--- src/rtl/dl_pkg.sv ---
// Shared constants, FSM encoding and RAM address layout for the delay-line voice scheduler.
package dl_pkg;

    localparam int unsigned VOICES   = 8;
    localparam int unsigned SEG_BITS = 8;
    localparam int unsigned DW       = 18;
    localparam int unsigned VW       = $clog2(VOICES);
    localparam int unsigned AW       = VW + SEG_BITS;

    // Length 0 encodes a full 2^SEG_BITS-sample delay.
    localparam logic [SEG_BITS-1:0] LEN_RST = '0;

    typedef enum logic [1:0] {
        IDLE = 2'd0,
        RD   = 2'd1,
        WIN  = 2'd2,
        WR   = 2'd3
    } state_t;

    typedef struct packed {
        logic [VW-1:0]       voice;
        logic [SEG_BITS-1:0] ptr;
    } ram_addr_t;

endpackage

--- src/rtl/dl_ptr_bank.sv ---
// Per-voice write pointers and delay lengths, plus read/write address generation.
module dl_ptr_bank
    import dl_pkg::*;
(
    input  logic                clk,
    input  logic                reset,
    input  logic                len_we,
    input  logic [VW-1:0]       len_voice,
    input  logic [SEG_BITS-1:0] len_val,
    input  logic                wp_inc,
    input  logic [VW-1:0]       wr_voice,
    input  logic [VW-1:0]       rd_voice,
    output ram_addr_t           rd_addr_c,
    output ram_addr_t           wr_addr_c
);

    logic [SEG_BITS-1:0] wp  [VOICES];
    logic [SEG_BITS-1:0] len [VOICES];
    logic [SEG_BITS-1:0] rd_len_c;

    always_ff @(posedge clk or posedge reset) begin
        if (reset) begin
            for (int unsigned i = 0; i < VOICES; i++) begin
                wp[i]  <= '0;
                len[i] <= LEN_RST;
            end
        end else begin
            if (len_we) begin
                len[len_voice] <= len_val;
            end
            if (wp_inc) begin
                wp[wr_voice] <= wp[wr_voice] + 1'b1;
            end
        end
    end

    // The read address is registered one cycle ahead of RD, so a length written in that cycle is forwarded.
    always_comb begin
        rd_len_c        = (len_we && (len_voice == rd_voice)) ? len_val : len[rd_voice];
        rd_addr_c.voice = rd_voice;
        rd_addr_c.ptr   = wp[rd_voice] - rd_len_c;
        wr_addr_c.voice = wr_voice;
        wr_addr_c.ptr   = wp[wr_voice];
    end

endmodule

--- src/rtl/dl_voice_sched.sv ---
// Frame scheduler sharing one delay-line RAM between all voices: read tap, wait for new sample, write back.
module dl_voice_sched
    import dl_pkg::*;
(
    input  logic                clk,
    input  logic                reset,
    input  logic                sample_tick,
    input  logic                len_we,
    input  logic [VW-1:0]       len_voice,
    input  logic [SEG_BITS-1:0] len_val,
    output logic [AW-1:0]       ram_addr,
    output logic [DW-1:0]       ram_din,
    output logic                ram_we,
    input  logic [DW-1:0]       ram_dout,
    output logic [DW-1:0]       out_data,
    output logic                out_valid,
    output logic [VW-1:0]       out_voice,
    output logic                in_req,
    input  logic [DW-1:0]       in_data,
    input  logic                in_valid,
    output logic                busy,
    output logic                frame_done,
    output logic                overrun
);

    state_t        state, state_nxt;
    logic [VW-1:0] voice, voice_nxt;
    logic [VW-1:0] rd_voice_c;
    ram_addr_t     rd_addr_c, wr_addr_c;
    logic          wp_inc_c;

    logic [AW-1:0] ram_addr_nxt;
    logic [DW-1:0] ram_din_nxt, out_data_nxt;
    logic [VW-1:0] out_voice_nxt;
    logic          ram_we_nxt, out_valid_nxt, in_req_nxt, busy_nxt, frame_done_nxt, overrun_nxt;

    // Voice whose tap is read next: voice 0 from IDLE, otherwise the successor of the voice being written.
    assign rd_voice_c = (state == WR) ? VW'(voice + 1'b1) : '0;
    assign wp_inc_c   = (state == WR);

    dl_ptr_bank u_ptr_bank (
        .clk       (clk),
        .reset     (reset),
        .len_we    (len_we),
        .len_voice (len_voice),
        .len_val   (len_val),
        .wp_inc    (wp_inc_c),
        .wr_voice  (voice),
        .rd_voice  (rd_voice_c),
        .rd_addr_c (rd_addr_c),
        .wr_addr_c (wr_addr_c)
    );

    always_ff @(posedge clk or posedge reset) begin
        if (reset) begin
            state      <= IDLE;
            voice      <= '0;
            ram_addr   <= '0;
            ram_din    <= '0;
            ram_we     <= 1'b0;
            out_data   <= '0;
            out_valid  <= 1'b0;
            out_voice  <= '0;
            in_req     <= 1'b0;
            busy       <= 1'b0;
            frame_done <= 1'b0;
            overrun    <= 1'b0;
        end else begin
            state      <= state_nxt;
            voice      <= voice_nxt;
            ram_addr   <= ram_addr_nxt;
            ram_din    <= ram_din_nxt;
            ram_we     <= ram_we_nxt;
            out_data   <= out_data_nxt;
            out_valid  <= out_valid_nxt;
            out_voice  <= out_voice_nxt;
            in_req     <= in_req_nxt;
            busy       <= busy_nxt;
            frame_done <= frame_done_nxt;
            overrun    <= overrun_nxt;
        end
    end

    // Next-state and next-output logic; outputs are registered so each value is set on entry to its state.
    always_comb begin
        state_nxt      = state;
        voice_nxt      = voice;
        ram_addr_nxt   = ram_addr;
        ram_din_nxt    = ram_din;
        ram_we_nxt     = 1'b0;
        out_data_nxt   = out_data;
        out_valid_nxt  = 1'b0;
        out_voice_nxt  = out_voice;
        in_req_nxt     = in_req;
        frame_done_nxt = 1'b0;
        overrun_nxt    = overrun | (sample_tick && (state != IDLE));

        case (state)
            IDLE: begin
                if (sample_tick) begin
                    state_nxt     = RD;
                    voice_nxt     = rd_voice_c;
                    out_voice_nxt = rd_voice_c;
                    ram_addr_nxt  = rd_addr_c;
                end
            end
            RD: begin
                state_nxt     = WIN;
                out_data_nxt  = ram_dout;
                out_valid_nxt = 1'b1;
                in_req_nxt    = 1'b1;
            end
            WIN: begin
                if (in_valid) begin
                    state_nxt    = WR;
                    ram_din_nxt  = in_data;
                    ram_addr_nxt = wr_addr_c;
                    ram_we_nxt   = 1'b1;
                    in_req_nxt   = 1'b0;
                end
            end
            WR: begin
                if (voice == VW'(VOICES - 1)) begin
                    state_nxt      = IDLE;
                    frame_done_nxt = 1'b1;
                end else begin
                    state_nxt     = RD;
                    voice_nxt     = rd_voice_c;
                    out_voice_nxt = rd_voice_c;
                    ram_addr_nxt  = rd_addr_c;
                end
            end
            default: state_nxt = IDLE;
        endcase

        busy_nxt = (state_nxt != IDLE);
    end

endmodule

--- config.mk ---
export PLATFORM = sky130hd
export DESIGN_NAME = dl_voice_sched
export DESIGN_NICKNAME = d
export VERILOG_FILES = /design/src/rtl/dl_pkg.sv /design/src/rtl/dl_ptr_bank.sv /design/src/rtl/dl_voice_sched.sv
export SDC_FILE = /design/constraint.sdc
export NUM_CORES = 1
export LEC_CHECK = 0
export CORE_MARGIN = 2
export CORE_UTILIZATION = 56
export DETAILED_ROUTE_END_ITERATION = 10
export PLACE_DENSITY = 0.86
export SYNTH_ARGS = -nofsm -noshare
export SYNTH_HDL_FRONTEND = slang
export SYNTH_SLANG_ARGS = --single-unit
--- constraint.sdc ---
create_clock -name clk -period 8 [get_ports clk]
set_input_delay 1.2 -clock clk [delete_from_list [all_inputs] [get_ports clk]]
set_output_delay 1.2 -clock clk [all_outputs]
set_load 0.01 [all_outputs]
==> impl_metrics.csv <==
group,metric,value,unit
outcome,status,"complete, no violations",
worst_hold_path,hold_end,"overrun",
yosys,ys_top_cells_by_count,"dfrtp_1 (186), mux2_2 (124), nand2_1 (87)",
floorplan,start_util,0.574,
route,final_antenna_net_count,0,
yosys,synth_most_common_cell,"dfrtp_1",
layout,multiInputGateArea,4200,µm²
critical_path,reg2reg_slack,3.49,ns
placed_design,gp_congestion,0.901,
layout,final_layout_size_suffix_gt1_frac,0.252,
placed_design,pre_cts_slack,3.31,ns
route,wl_met3,1670,µm
sta,setup_tns,0,ns
sta,tightest_slew,0.997,ns
yosys,synth_cell_types,48,
sta,fmax,0.222,GHz
sta,setup_violations,0,
layout,diodes,0,
job,maxCapViolations,0,
yosys,synth_edf_count,0,
clock_network,post_cts_resized,0,
placed_design,dpl.hpwl,14100,µm
global_routing,antenna_found_initial,0,
yosys,avgSynthCellArea,12.3,µm²
critical_path,critPathLaunchType,"flip-flop",
clock_network,numClockSinks,186,
floorplan,core-area,15900,µm²
clock_network,cts_hold_buf,0,
global_routing,overflow,0,
layout,area_growth,20.1,%
critical_path,r2r-start,"voice[1]",
layout,finish.net_count,904,
worst_hold_path,hold-path-cell-count,1,
power_and_ir_drop,peakVddDrop,0.000244,V
route,wl_per_cell,19.6,µm
critical_path,critical_path.top_delay_family,"simple AND/OR/NAND/NOR gates",
sta,fin_ws,3.49,ns
layout,regArea,4650,µm²
yosys,ys_async_sr_fraction,1.00,
critical_path,worstPathMaxFanout,33,
yosys,synth-seq-cells,186,
sta,finalMaxSlewViolations,0,
sta,slew-limit-headroom,0.336,
clock_network,insertion_delay,0.44,ns
route,top_layer_used,"met4",
clock_network,h-tree-depth,4,
clock_network,cts_tree,"yes",
clock_network,post_cts_buffers,0,
global_routing,grtUsageTotal,0.258,
yosys,syn_inst,740,
yosys,syn-num-nets,808,
yosys,synth_area,9110,µm²
yosys,ys_seq_area_frac,0.511,
route,vias,6373,
critical_path,path_cells,"buf_4 -> ha_1 -> nand2_1 -> buf_4 -> mux4_2 -> mux2i_1 -> inv_1 -> ha_1 -> nor2b_1 -> o21ai_0 -> nand2b_1 -> a311oi_1 -> or3b_2 -> mux2_2 -> o221ai_2",
floorplan,dieArea,17300,µm²
sta,finalCritPeriodShare,0.564,
clock_network,numCtsBuffers,17,
route,vias_per_cell,5.98,
floorplan,num_rows,46,
route,drc,0,
critical_path,cp_slowest_cell,"nand2_1",
power_and_ir_drop,power,4.00,mW
critical_path,slowest_delay,0.55,ns
global_routing,grt_max_degree,113,
clock_network,root_buffer,"clkbuf_16",
route,wl_met2,9900,µm
clock_network,clockBufferDepth,2,
yosys,synth_top_cell_area_share,0.511,
worst_hold_path,worstHoldStart,"overrun",
global_routing,first_global_vias,6782,
floorplan,die_x,132,µm
yosys,ys_warn_count,0,
clock_network,cts.reportedPaths.clkPinSlew,0.08,ns
yosys,synth_top_cell_by_area,"dfrtp_1",
critical_path,arrival,4.87,ns
critical_path,cp_num_buf_inv,3,
sta,hold_viol_final,0,
critical_path,r2r_cells,15,
route,dr.pass1.iters,5,
critical_path,critical_path_class,"reg2reg",
sta,min_period,4.51,ns
layout,nFillCells,1126,
route,initialDrtViolationCount,531,
critical_path,endpoint_kind,"flip-flop",
sta,rsz0062_at_grt,"false",
worst_hold_path,hp-class,"reg2reg",
power_and_ir_drop,power_leakage,4.68,nW
route,drt-met1-wl,8820,µm
floorplan,fp.dieH,132,µm
critical_path,rr_endpoint,"ram_addr[7]",
sta,finClkSkew,0.0120,ns
route,routed_wl,20900,µm
placed_design,io_buffers,107,
yosys,synthTopCellsByArea,"dfrtp_1 (51%), mux2_2 (15%), mux4_2 (9.6%)",
critical_path,cp.required,8.36,ns
global_routing,grt_pass1_wl,35300,µm
yosys,synthFlopType,"dfrtp_1",
power_and_ir_drop,pwr_density_cell,365,nW/µm²
floorplan,io_pins,108,
==> logic make-up after synthesis <==
| logic type | synth area share |
|---|---|
| compound gates | 0.0783 |
| xor+xnor | 0.0125 |
| fa+ha+maj | 0.0228 |
| buf+inv | 0.0287 |
| flops | 0.511 |
| mux | 0.266 |
| simple gates | 0.0813 |
==> stage by stage <==
stage | std cells | cell area (µm²) | hold WS [ns] | utilization
finish | 1065 | 10900 | 0.469 | 0.689
detailed placement | 1033 | 10400 | 0.456 | 0.652
floorplan | 740 | 9110 | 0.457 | -
CTS | 1065 | 10900 | 0.474 | 0.689
global placement | 1033 | 10400 | 0.439 | 0.652
global route | 1065 | 10900 | 0.519 | 0.689
==> registers in the layout, summed over array words and instances (netlist names), 2 cells and up <==
register	flops
ram_addr	11
ram_din	18
voice	3
u_ptr_bank.len	64
out_data	18
state	2
u_ptr_bank.wp	64
==> per-layer routing <==
metal  vias up  global-route usage
li1       2886                   -
met4         0               0.104
met2       262               0.406
met1      3185               0.347
met5         -                   0
met3        40              0.0640
==> placed cells by master, fill, tap and decap left out, types with 6 or more instances in the layout <==
cell type / n
xnor2_1: 7
clkdlybuf4s50_1: 107
mux4_2: 39
xor2_1: 6
a21oi_1: 27
ha_1: 15
mux2_2: 124
buf_4: 13
nand3_1: 17
nor2_1: 27
o21ai_0: 69
inv_1: 13
dfrtp_1: 186
mux2i_1: 12
clkbuf_16: 17
nand2b_1: 6
nand2_1: 87
==> how the worst max path moves through the flow <==
| stage | startpoint | end | slack (ns) | depth (start not counted) |
|---|---|---|---|---|
| after floorplan | reset | busy | 1.74 | 1 |
| after global placement | len_voice[1] | ram_addr[7] | 3.39 | 14 |
| after detailed placement | len_voice[1] | ram_addr[7] | 3.31 | 14 |
| after CTS | voice[1] | ram_addr[7] | 3.53 | 15 |
| after global routing | voice[1] | ram_addr[7] | 3.22 | 15 |
| final | voice[1] | ram_addr[7] | 3.49 | 15 |
==> report_power, final <==
group,internal (mW),switching [mW]
combinational,0.902,0.884
sequential,1.22,0.158
clock,0.422,0.415
==> worst register-to-register path, stage by stage, from the launching register on <==
cell,delay (ns)
dfrtp_1,0.33
buf_4,0.36
ha_1,0.38
nand2_1,0.55
buf_4,0.44
mux4_2,0.36
mux2i_1,0.39
inv_1,0.11
ha_1,0.28
nor2b_1,0.11
o21ai_0,0.07
nand2b_1,0.13
a311oi_1,0.12
or3b_2,0.47
mux2_2,0.28
o221ai_2,0.06
==> final cells by class <==
class                      count  share of cell area
tap                          216              0.0247
inverter                      15             0.00560
timing repair buffer         120               0.107
multi-input combinational    496               0.384
sequential                   186               0.425
clock buffer                  17              0.0389
clock inverter                15              0.0154
Power figures use the tool's default switching activity.
